===== src/rtl/dm_arbiter.sv =====
// Two-port (CPU / debug) arbiter in front of the data memory.
// One access at a time: IDLE -> ISSUE -> RESP, with anti-starvation for debug.
module dm_arbiter #(
  parameter int MAX_WAIT = 4
) (
  input  logic        clk,
  input  logic        rstn,
  input  logic        c_req,
  input  logic        c_we,
  input  logic [31:0] c_addr,
  input  logic [31:0] c_din,
  input  logic [2:0]  c_type,
  output logic [31:0] c_rdata,
  output logic        c_ack,
  input  logic        d_req,
  input  logic        d_we,
  input  logic [31:0] d_addr,
  input  logic [31:0] d_din,
  input  logic [2:0]  d_type,
  output logic [31:0] d_rdata,
  output logic        d_ack,
  output logic        m_we,
  output logic [31:0] m_addr,
  output logic [31:0] m_din,
  output logic [2:0]  m_type,
  input  logic [31:0] m_dout,
  output logic        busy,
  output logic        owner
);

  typedef enum logic [1:0] {
    S_IDLE,
    S_ISSUE,
    S_RESP
  } state_t;

  localparam logic [3:0] LP_MAX = 4'(MAX_WAIT);

  state_t      r_state;
  state_t      w_next;
  logic        r_owner;
  logic        r_we;
  logic [31:0] r_addr;
  logic [31:0] r_din;
  logic [2:0]  r_type;
  logic [31:0] r_c_rdata;
  logic [31:0] r_d_rdata;
  logic [3:0]  r_wait;
  logic        w_grant;
  logic        w_dbg_win;

  always_ff @(posedge clk) begin
    if (!rstn) r_state <= S_IDLE;
    else       r_state <= w_next;
  end

  always_comb begin
    w_next    = r_state;
    w_grant   = 1'b0;
    w_dbg_win = 1'b0;
    m_we      = 1'b0;
    c_ack     = 1'b0;
    d_ack     = 1'b0;
    unique case (r_state)
      S_IDLE: begin
        w_grant   = c_req | d_req;
        // Debug takes over once it has lost MAX_WAIT decisions in a row.
        w_dbg_win = d_req & (~c_req | (r_wait == LP_MAX));
        if (w_grant) w_next = S_ISSUE;
      end
      S_ISSUE: begin
        m_we   = r_we;
        w_next = S_RESP;
      end
      S_RESP: begin
        c_ack  = ~r_owner;
        d_ack  = r_owner;
        w_next = S_IDLE;
      end
      default: w_next = S_IDLE;
    endcase
  end

  always_ff @(posedge clk) begin
    if (!rstn) begin
      r_owner   <= 1'b0;
      r_we      <= 1'b0;
      r_addr    <= '0;
      r_din     <= '0;
      r_type    <= '0;
      r_c_rdata <= '0;
      r_d_rdata <= '0;
      r_wait    <= '0;
    end else begin
      if (r_state == S_IDLE) begin
        if (w_grant) begin
          r_owner <= w_dbg_win;
          r_we    <= w_dbg_win ? d_we   : c_we;
          r_addr  <= w_dbg_win ? d_addr : c_addr;
          r_din   <= w_dbg_win ? d_din  : c_din;
          r_type  <= w_dbg_win ? d_type : c_type;
        end
        if (!d_req || w_dbg_win)  r_wait <= '0;
        else if (r_wait != LP_MAX) r_wait <= r_wait + 4'd1;
      end
      if (r_state == S_ISSUE) begin
        if (r_owner) r_d_rdata <= m_dout;
        else         r_c_rdata <= m_dout;
      end
    end
  end

  assign m_addr  = r_addr;
  assign m_din   = r_din;
  assign m_type  = r_type;
  assign c_rdata = r_c_rdata;
  assign d_rdata = r_d_rdata;
  assign busy    = (r_state != S_IDLE);
  assign owner   = r_owner;

endmodule

===== config.mk =====
export PLATFORM = sky130hd
export DESIGN_NAME = dm_arbiter
export DESIGN_NICKNAME = d
export VERILOG_FILES = /design/src/rtl/dm_arbiter.sv
export SDC_FILE = /design/constraint.sdc
export NUM_CORES = 1
export LEC_CHECK = 0
export ABC_CLOCK_PERIOD_IN_PS = 3700
export CAP_MARGIN = 30
export CORE_UTILIZATION = 43
export CTS_CLUSTER_SIZE = 24
export DETAILED_ROUTE_END_ITERATION = 8
export PLACE_DENSITY = 0.86
export SYNTH_ARGS = -nofsm -noshare
export SYNTH_HDL_FRONTEND = slang
export SYNTH_SLANG_ARGS = --single-unit

===== constraint.sdc =====
create_clock -name clk -period 3.7 [get_ports clk]
set_input_delay 0.37 -clock clk [delete_from_list [all_inputs] [get_ports clk]]
set_output_delay 0.37 -clock clk [all_outputs]
set_load 0.01 [all_outputs]

# Yosys cells after proc, flatten, opt, wreduce, memory -nomap -nowiden

Cells that the tools add are included.

Bits in registers: 139
Bits of input ports: 172
Output and inout bits: 136
Word-level logic and storage cells: 42

Add/subtract/negate cells: 1
Equal/unequal tests: 5
Mux-type cells: 13
Bitwise logic cells: 5
Reductions and logical operators: 9

Operators by type and width:

| operator              | count |
|---|---|
| $mux W32              | 2 |
| $mux W4               | 2 |
| $reduce_and A2 Y1     | 4 |
| $mux W1               | 6 |
| $add A4 B1 Y4 const B | 1 |
| $eq A4 B3 Y1 const B  | 1 |
| $ne A4 B3 Y1 const B  | 1 |
| $pmux W2 S2           | 1 |
| $reduce_bool A2 Y1    | 2 |
| $mux W3               | 1 |
| $eq A2 B1 Y1 const B  | 1 |
| $eq A2 B2 Y1 const B  | 1 |
| $logic_not A2 Y1      | 1 |
| $mux W2               | 1 |
| $ne A2 B2 Y1 const B  | 1 |
| $not A1 Y1            | 2 |
| $or A1 B1 Y1          | 2 |
| $and A1 B1 Y1         | 1 |
| $logic_not A1 Y1      | 1 |
| $logic_or A1 B1 Y1    | 1 |

# Logic depth before layout (Yosys ltp)

Gate-level depths: netlist (run 1).

Word-level depth: 7
Gate-level depth with buffers: 9
Depth with buffers taken out: 6

# Worst setup path after synthesis (run 1)

Ideal clock, no wire load.

Path kind: reg2reg
Start: register r_wait[0]
End: register r_din[10], in the netlist m_din[10]
Library setup time: 0.137 ns
Arrival time: 1.529 ns
Required time: 3.563 ns
Path slack: 2.034 ns
Cell stages (with the launch flop): 10
Cells stage by stage: dfxtp_1 -> inv_1 -> ha_1 -> nand3b_1 -> or3_1 -> clkbuf_1 -> buf_6 -> buf_6 -> o221ai_1 -> a211oi_1

Word-level cells in the longest chain between the ends: 5

Ends and longest elaborated chain:

| element                | RTL line | source |
|---|---|---|
| from (decl)            | 48       | `logic [3:0] r_wait;` |
| from (signal assigned) | 104      | `else if (r_wait != LP_MAX) r_wait <= r_wait + 4'd1;` |
| $eq A4 B3 Y1           | 68       | `w_dbg_win = d_req & (~c_req \| (r_wait == LP_MAX));` |
| $or A1 B1 Y1           | 68       |  |
| $and A1 B1 Y1          | 68       |  |
| $mux W1                | 64       | `unique case (r_state)` |
| $mux W32               | 100      | `r_din <= w_dbg_win ? d_din : c_din;` |
| to (signal assigned)   | 100      |  |
| to (decl)              | 44       | `logic [31:0] r_din;` |

Every way passes these cells.
A chain may end at the register's enable or synchronous reset.

# Worst setup path after layout (run 1)

Start: register r_state[0]
End: output port m_we

Word-level cells in the longest chain between the ends: 2

Ends and longest elaborated chain:

| element                | RTL line | source |
|---|---|---|
| from (decl)            | 39       | `state_t r_state;` |
| from (signal assigned) | 54       | `else r_state <= w_next;` |
| $eq A2 B1 Y1           | 64       |  |
| $mux W1                | 64       |  |
| to (decl)              | 22       | `output logic m_we,` |

Every way passes these cells.

==> metrics.csv, run 1 <==
metric,value,unit
CP startpoint kind,flip-flop,
Filler cells,1008,
hold_buf cts,0,
WL/cell,18.19,um
1st-pass router iterations,5,
vias,6920,
"Remaining Overflow, GRT",0,
core area,13400,um2
fin crit share,61.15,%
Post-layout nets,1165,
Syn Inst Count,724,
Placement Setup Slack,1181,ps
ratio of cells with drive above 1 in the final layout,5.583,%
post-CTS resize count,0,
TritonCTS Buffers,17,
GRT Total Usage,29.80,%
setup_tns,0,ps
yosys warns,0,
DR vias/cell,5.869,
"Primary FF master, synth",dfxtp_1,
starting density of the core,44.48,%
post-synthesis net count,898,
Yosys top cell area share,46.68,%
most instantiated cells after synthesis,"dfxtp_1 (139), nand2_1 (136), nor2_1 (71)",
"Arr. time, crit path",1890,ps
GPL Wtd Cong,0.8152,
DRT iter0 DRCs,619,
Final Non-Filler Cells,1179,
RSZ-0062 raised after global routing,no,
Synth Register Bits,139,
pwr dens,453.3,nW/um2
largest net degree at the start of global routing,76,
reg2reg start,r_wait[0]$_SDFFE_PN0P_,
hold slack,453.5,ps
"Clk pin slew, worst setup/hold paths",60,ps
final hold vios,0,
deepest clock path buffer count,2,
Max Clock Freq,442.0,MHz
register area share after synthesis,46.68,%
most frequent cell after synthesis,dfxtp_1,
synthesized area per cell,8.233,um2
Worst Max-Slew Pin Slew,901.7,ps
ANT cells,0,
post-DP HPWL,14120,um
Fin Clk Skew,10.33,ps
hold_sp,d_rdata[26]$_SDFFE_PN0P_,
PortBufs,307,
CTS tree,yes,
final WL,21440,um
Slew headroom,39.88,%
Hold Path Depth,2,
Pleak,3.378,nW
status,"complete, no violations",
distinct cell type count after synthesis,29,
Post-synth EDFFs,0,
DIE HEIGHT,119.7,um
Final min period,2262,ps
crit path kind,reg -> out,
CTS sink count,139,
Worst VDD drop,0.0002869,V
crit path max fanout,6,
vias in the first global route,6677,
Tot Pwr,4.412,mW
residual DRC count,0,
Final setup viols,0,
Final Slew Violations,0,
Detail Route Antenna Nets,0,
initial antenna violation count,0,
root buf cell,clkbuf_16,
Max Cap Violations,0,
post-placement cell count,1148,
Area Overhead vs Synth,63.29,%
final worst setup slack,1438,ps
Worst Hold Class,reg -> reg,
Cell Rows,42,
H-Tree Depth,4,
"area leader, netlist",dfxtp_1,
R2R cell count,7,
Worst setup EP type,primary output,
Netlist Area Pre-Place,5961,um2
# IOs,308,
Critical Path RT,3330,ps
async set or reset register ratio after synthesis,0,%
Synth area leaders,"dfxtp_1 (47%), o221ai_1 (10%), a211oi_1 (8.6%)",
first-pass GRT wire length,33710,um
die width,119.7,um
Die ar.,14340,um2
post-CTS setup buffer count,0,
worst setup path startpoint,r_state[0]$_SDFFE_PN0P_,
Clock Latency Late Sink,420,ps
## cell families after synthesis
logic type	after synthesis	synth area share (%)
AOI/OAI and AO/OA	273	31.59
adders and majority gates	2	0.4197
buffers and inverters	80	5.772
DFF	139	46.68
and+or+nand+nor	230	15.53
## per-layer routing
metal	track usage, %	share of wire (%)
met5	0	0
met3	9.601	9.8
met1	33.80	38
met2	49.96	48
met4	15.31	4.1
## registers in the layout, indices dropped and copies added (netlist names)
signal,count
m_type,3
m_addr,32
r_state,2
owner,1
d_rdata,32
r_wait,4
r_we,1
m_din,32
c_rdata,32
## stage by stage
stage               util (%)  instance area, um2
global route           72.63                9733
global placement       67.76                9080
finish                 72.63                9733
detailed placement     67.96                9107
floorplan                  -                5961
CTS                    72.63                9733
## report_power, final
part	total, mW	switching (mW)	internal [mW]
logic	0.918	0.432	0.486
clock network	1.81	0.656	1.16
registers	1.68	0.0653	1.61
## path summary, 6_finish.rpt
check,endpoint,slack (ps)
setup / recovery,m_we,1440
hold / removal,d_rdata[26]$_SDFFE_PN0P_,450
setup reg to reg,m_din[15]$_SDFFE_PN0P_,1510
hold reg to reg,d_rdata[26]$_SDFFE_PN0P_,450
## final cells by class
type                            count  area, um2  share of cell area, %
Inverter                            5      18.77                 0.1928
Timing Repair Buffer              323       3233                  33.22
Multi-Input combinational cell    505       2853                  29.31
Clock inverter                     11      168.9                  1.735
Sequential cell                   139       2783                  28.59
Clock buffer                       20      456.7                  4.692
Tap cell                          176      220.2                  2.263
## placed cells by master, fill, tap and decap left out, types with 2 or more instances in the layout
| cell type | synthesis | final |
|---|---|---|
| a211oi_1 | 68 | 68 |
| a21oi_1 | 66 | 66 |
| a31oi_1 | 2 | 2 |
| and2_1 | 3 | 3 |
| buf_12 | 0 | 2 |
| buf_4 | 0 | 13 |
| bufinv_16 | 0 | 4 |
| clkbuf_16 | 0 | 17 |
| clkbuf_8 | 0 | 2 |
| clkdlybuf4s50_1 | 0 | 306 |
| clkinv_2 | 0 | 2 |
| clkinvlp_4 | 0 | 4 |
| dfxtp_1 | 139 | 139 |
| ha_1 | 2 | 2 |
| inv_1 | 3 | 3 |
| inv_2 | 2 | 2 |
| nand2_1 | 136 | 135 |
| nand3_1 | 6 | 5 |
| nand3b_1 | 2 | 2 |
| nor2_1 | 71 | 71 |
| nor2_4 | 1 | 2 |
| o221ai_1 | 68 | 68 |
| o22ai_1 | 68 | 68 |
## worst max-delay path, cell delays in order (launching register included)
cell and delay (ps):
dfxtp_1 400, nor2b_1 330, and2_1 170, clkdlybuf4s50_1 570
Power figures use the tool's default switching activity.
==> inputs of run 2 (changes only) <==
Settings changed: ABC_CLOCK_PERIOD_IN_PS 3700 to 1890, CORE_UTILIZATION 43 to 36, PLACE_DENSITY 0.86 to 0.77.
Clock period 3.7 ns to 1.89 ns, I/O delays scaled along.
==> run 2 against run 1 <==
Against the previous run:
- setup slack lost 1300 ps
- worst hold slack got worse by 190 ps
- via count is 2.0% lower
- cell count rose by 4.6%
- non-clock buffer count up 12
- wire length fell by 0.86%
- critical path type is now reg -> reg
- critical endpoint is now m_din[18]$_SDFFE_PN0P_
==> metrics.csv, run 2 (same netlist as run 1, synthesis figures left out) <==
metric,value,unit
status,"complete, no violations",
Final setup viols,0,
"Remaining Overflow, GRT",0,
crit path kind,reg -> reg,
Int Pwr,6.008,mW
residual DRC count,0,
final WL,21260,um
GRT Total Usage,24.29,%
"Arr. time, crit path",2070,ps
ratio of cells with drive above 1 in the final layout,7.185,%
"most common cell after layout, fill and taps aside",clkdlybuf4s50_1,
initial antenna violation count,1,
DR vias/cell,5.499,
placed cell area,9353,um2
switching power,2.265,mW
CTS sink count,139,
Critical Path RT,2170,ps
vias,6780,
Tot Pwr,8.273,mW
reg2reg start,r_wait[0]$_SDFFE_PN0P_,
Post-layout nets,1177,
H-Tree Depth,4,
Worst setup EP type,flip-flop,
DRT iter0 DRCs,324,
core area,16000,um2
"slowest stage delay, CP",460,ps
starting density of the core,37.25,%
RSZ-0062 raised after global routing,yes,
DIE HEIGHT,130.7,um
die width,130.7,um
post-DP HPWL,14320,um
Pleak,3.495,nW
"Clk pin slew, worst setup/hold paths",60,ps
clock share of power,38.0,%
footprint of the multi-input gates,2864,um2
GPL Wtd Cong,0.7709,
pwr dens,832.7,nW/um2
WL/cell,17.24,um
Max Clock Freq,558.7,MHz
FF+latch area,2785,um2
Final Slew Violations,0,
R2R cell count,7,
Area Overhead vs Synth,66.67,%
Final min period,1790,ps
hold_sp,rstn,
Max Cap Violations,0,
post-placement cell count,1200,
Filler cells,1403,
most frequent cells in the layout,"clkdlybuf4s50_1 (303), dfxtp_1 (137), nand2_1 (135), nor2_1 (71)",
Worst VDD drop,0.0007456,V
PortBufs,307,
crit path max fanout,23,
Cell Rows,46,
Placement Setup Slack,-10.78,ps
Fin Clk Skew,14.77,ps
TritonCTS Buffers,17,
Finished Cell Area,9935,um2
combinational fraction of design power,22.4,%
post-CTS setup buffer count,0,
WHS Endpoint,m_din[11]$_SDFFE_PN0P_,
final worst setup slack,100.2,ps
root buf cell,clkbuf_16,
Slew headroom,70.05,%
Hold Path Depth,3,
1st-pass router iterations,8,
CTS tree,yes,
switching portion of total power,27.38,%
Worst R2R End,m_din[18]$_SDFFE_PN0P_,
cell family with most CP delay,simple AND/OR/NAND/NOR gates,
Worst Hold Class,in -> reg,
vias in the first global route,6443,
deepest clock path buffer count,2,
CP startpoint kind,flip-flop,
first-pass GRT wire length,32560,um
fin crit share,94.70,%
largest net degree at the start of global routing,75,
final hold vios,0,
Final Non-Filler Cells,1233,
Worst Path Buf+Inv,2,
Die ar.,17080,um2
Worst Max-Slew Pin Slew,449.3,ps
Clock Latency Late Sink,410,ps
# IOs,308,
Final Util,62.09,%
sequential fraction of design power,39.7,%
hold_buf cts,0,
Reg2Reg Setup Slack,100,ps
Detail Route Antenna Nets,0,
worst path cell trace,inv_1 > ha_1 > nand3b_1 > or3_2 > buf_4 > o221ai_1 > a211oi_1,
Crit-path slowest cell,or3_2,
-- run 2: metrics by stage --
step	hold slack (ps)	setup TNS (ps)
after floorplan	325.0	0
after global placement	440.5	0
after detailed placement	445.3	-21.12
after CTS	239.1	-13.44
final	263.5	0
after global routing	253.3	-30.30
-- run 2: what timing repair did --
item | in CTS | in global routing
pin swaps | 0 | 0
setup endpoints to repair | 3 | 8
gates resized for setup | 3 | 4
-- run 2: layout make-up --
cell class                      instances  area share [%]
Timing Repair Buffer                  335           34.58
Multi-Input combinational cell        505           28.83
Sequential cell                       139           28.04
Clock buffer                           18           4.421
Tap cell                              216           2.720
Clock inverter                         14           1.196
Inverter                                5          0.1889
Antenna cell                            1         0.02519
-- run 2: worst min-delay path, delay by kind of cell --
kind / cells / cell delay, ps
AOI/OAI and AO/OA: 2 / 190
buffers and inverters: 1 / 250
-- run 2: metal layers --
| layer | GRT usage (%) | vias up | share of wire [%] |
|---|---|---|---|
| met4 | 10.07 | 0 | 2.4 |
| li1 | - | 3264 | - |
| met2 | 41.67 | 316 | 49 |
| met3 | 8.021 | 33 | 9.5 |
| met1 | 27.67 | 3167 | 39 |
| met5 | 0 | - | 0 |
-- run 2: worst max path at each step --
| stage | slack, ps | start | cells after the start | end |
|---|---|---|---|---|
| floorplan | 220 | r_wait[0]$_SDFFE_PN0P_ | 9 | m_din[10]$_SDFFE_PN0P_ |
| global placement | 10 | d_req | 6 | m_din[9]$_SDFFE_PN0P_ |
| detailed placement | -10 | d_req | 6 | m_din[23]$_SDFFE_PN0P_ |
| CTS | -10 | r_state[1]$_SDFFE_PN0P_ | 4 | busy |
| global route | -20 | r_wait[0]$_SDFFE_PN0P_ | 7 | m_din[8]$_SDFFE_PN0P_ |
| finish | 100 | r_wait[0]$_SDFFE_PN0P_ | 7 | m_din[18]$_SDFFE_PN0P_ |
-- run 2: power by group through the flow --
stage	clock [mW]	combinational, mW	sequential, mW
after CTS	3.22	1.85	3.28
final	3.14	1.85	3.28
after detailed placement	0	1.84	3.34
after global placement	0	1.82	3.34
after floorplan	0	0.628	3.43
after global routing	3.35	1.98	3.31
==> inputs of run 3 (changes only) <==
==> constraint.sdc (replaced) <==
create_clock -name clk -period 1.89 [get_ports clk]
set_input_delay 0.189 -clock clk [delete_from_list [all_inputs] [get_ports clk]]
set_output_delay 0.189 -clock clk [all_outputs]
set_load 0.1 [all_outputs]
==> run 3 against run 2 <==
Against the previous run:
- die area unchanged
- global-route usage decreased by 0.85 points
- final area decreased by 3.1%
- critical path type unchanged
- critical endpoint is now m_din[8]$_SDFFE_PN0P_
- highest routed layer is now met5
==> metrics.csv, run 3 (same netlist as run 1, synthesis figures left out) <==
metric,value,unit
"Remaining Overflow, GRT",0,
post-CTS setup buffer count,0,
DR vias/cell,5.520,
TritonCTS Buffers,17,
"Clk pin slew, worst setup/hold paths",70,ps
Slew headroom,40.77,%
Fin Clk Skew,9.347,ps
CP startpoint kind,flip-flop,
root buf cell,clkbuf_16,
Hold Path Depth,3,
hold_sp,rstn,
ANT cells,0,
deepest clock path buffer count,2,
reg2reg start,r_wait[0]$_SDFFE_PN0P_,
initial antenna violation count,1,
Tot Pwr,9.810,mW
Finished Cell Area,9628,um2
status,"complete, no violations",
DRT iter0 DRCs,409,
CTS sink count,139,
Area Overhead vs Synth,61.52,%
R2R cell count,7,
Final min period,1774,ps
ratio of cells with drive above 1 in the final layout,20.28,%
Pleak,3.693,nW
Max Clock Freq,563.6,MHz
Worst Hold Class,in -> reg,
"Arr. time, crit path",2030,ps
H-Tree Depth,4,
GPL Wtd Cong,0.7716,
1st-pass router iterations,5,
Cell Rows,46,
hold_buf cts,0,
Critical Path RT,2140,ps
Post-layout nets,1172,
Reg2Reg Setup Slack,120,ps
post-placement cell count,1194,
WL/cell,17.20,um
first-pass GRT wire length,31330,um
core area,16000,um2
Worst VDD drop,0.0006115,V
final WL,21110,um
Final Non-Filler Cells,1227,
Clock Latency Late Sink,410,ps
Max Cap Violations,0,
Final Slew Violations,0,
Detail Route Antenna Nets,0,
die width,130.7,um
CTS tree,yes,
"most common cell after layout, fill and taps aside",clkdlybuf4s50_1,
setup_tns,0,ps
Worst setup EP type,flip-flop,
vias,6773,
Final Util,60.17,%
residual DRC count,0,
Placement Setup Slack,-57.26,ps
final hold vios,0,
Worst Max-Slew Pin Slew,888.5,ps
GRT Total Usage,23.44,%
WHS Endpoint,m_addr[24]$_SDFFE_PN0P_,
crit path max fanout,34,
PortBufs,307,
vias in the first global route,6219,
final worst setup slack,115.7,ps
post-DP HPWL,13660,um
most frequent cells in the layout,"clkdlybuf4s50_1 (170), buf_4 (143), dfxtp_1 (138), nand2_1 (135), nor2_1 (71)",
starting density of the core,37.25,%
Worst R2R End,m_din[8]$_SDFFE_PN0P_,
Die ar.,17080,um2
RSZ-0062 raised after global routing,no,
pwr dens,1019,nW/um2
# IOs,308,
placed cell area,9019,um2
DIE HEIGHT,130.7,um
hold slack,181.5,ps
fin crit share,93.88,%
Final setup viols,0,
largest net degree at the start of global routing,75,
crit path kind,reg -> reg,
[run 3: changes by cell type in the layout (fill, tap and decap cells not counted), sizes merged]
cell	change
clkdlybuf4s50	-133
buf	+130
inv	+5
dlymetal6s2s	-3
clkinv	-2
clkinvlp	-2
diode	-1
[run 3: per-layer routing]
layer / vias up / share of wire, % / GRT usage [%]
met5: - / 0.062 / 0
met4: 2 / 2.0 / 7.911
met3: 42 / 8.0 / 7.085
met2: 299 / 49 / 40.52
met1: 3182 / 41 / 27.53
li1: 3248 / - / -
[run 3: timing repair]
action | 4_1_cts | 5_1_grt
endpoints found under the hold margin | 0 | 0
endpoints found under the setup margin | 0 | 57
gates resized for setup | 0 | 2
[run 3: worst max path at each step]
stage | startpoint | end | slack [ps] | depth (start not counted)
2_1_floorplan | r_state[1]$_SDFFE_PN0P_ | m_din[10]$_SDFFE_PN0P_ | 40 | 8
3_3_place_gp | d_req | m_din[22]$_SDFFE_PN0P_ | -10 | 6
3_5_place_dp | d_req | m_type[0]$_SDFFE_PN0P_ | -60 | 6
4_1_cts | r_state[0]$_SDFFE_PN0P_ | m_we | 30 | 3
5_1_grt | r_wait[0]$_SDFFE_PN0P_ | m_addr[15]$_SDFFE_PN0P_ | 30 | 7
6_report | r_wait[0]$_SDFFE_PN0P_ | m_din[8]$_SDFFE_PN0P_ | 120 | 7
[run 3: final cells by class]
class,instances,area (um2)
Fill cell,1422,6372
Timing Repair Buffer,330,3105
Multi-Input combinational cell,505,2872
Sequential cell,139,2784
Clock buffer,17,425.4
Tap cell,216,270.3
Clock inverter,15,152.6
Inverter,5,18.77
[run 3: critical path, cell delays in order (launching register included)]
cell and delay, ps:
dfxtp_1 340, inv_1 80, ha_1 150, nand3b_1 120
or3_4 400, clkbuf_16 230, o221ai_1 220, a211oi_1 60
[run 3: power breakdown]
group	total [mW]	internal [mW]	switching [mW]
sequential	3.29	3.16	0.131
clock	3.26	1.86	1.40
combinational	3.26	0.923	2.34
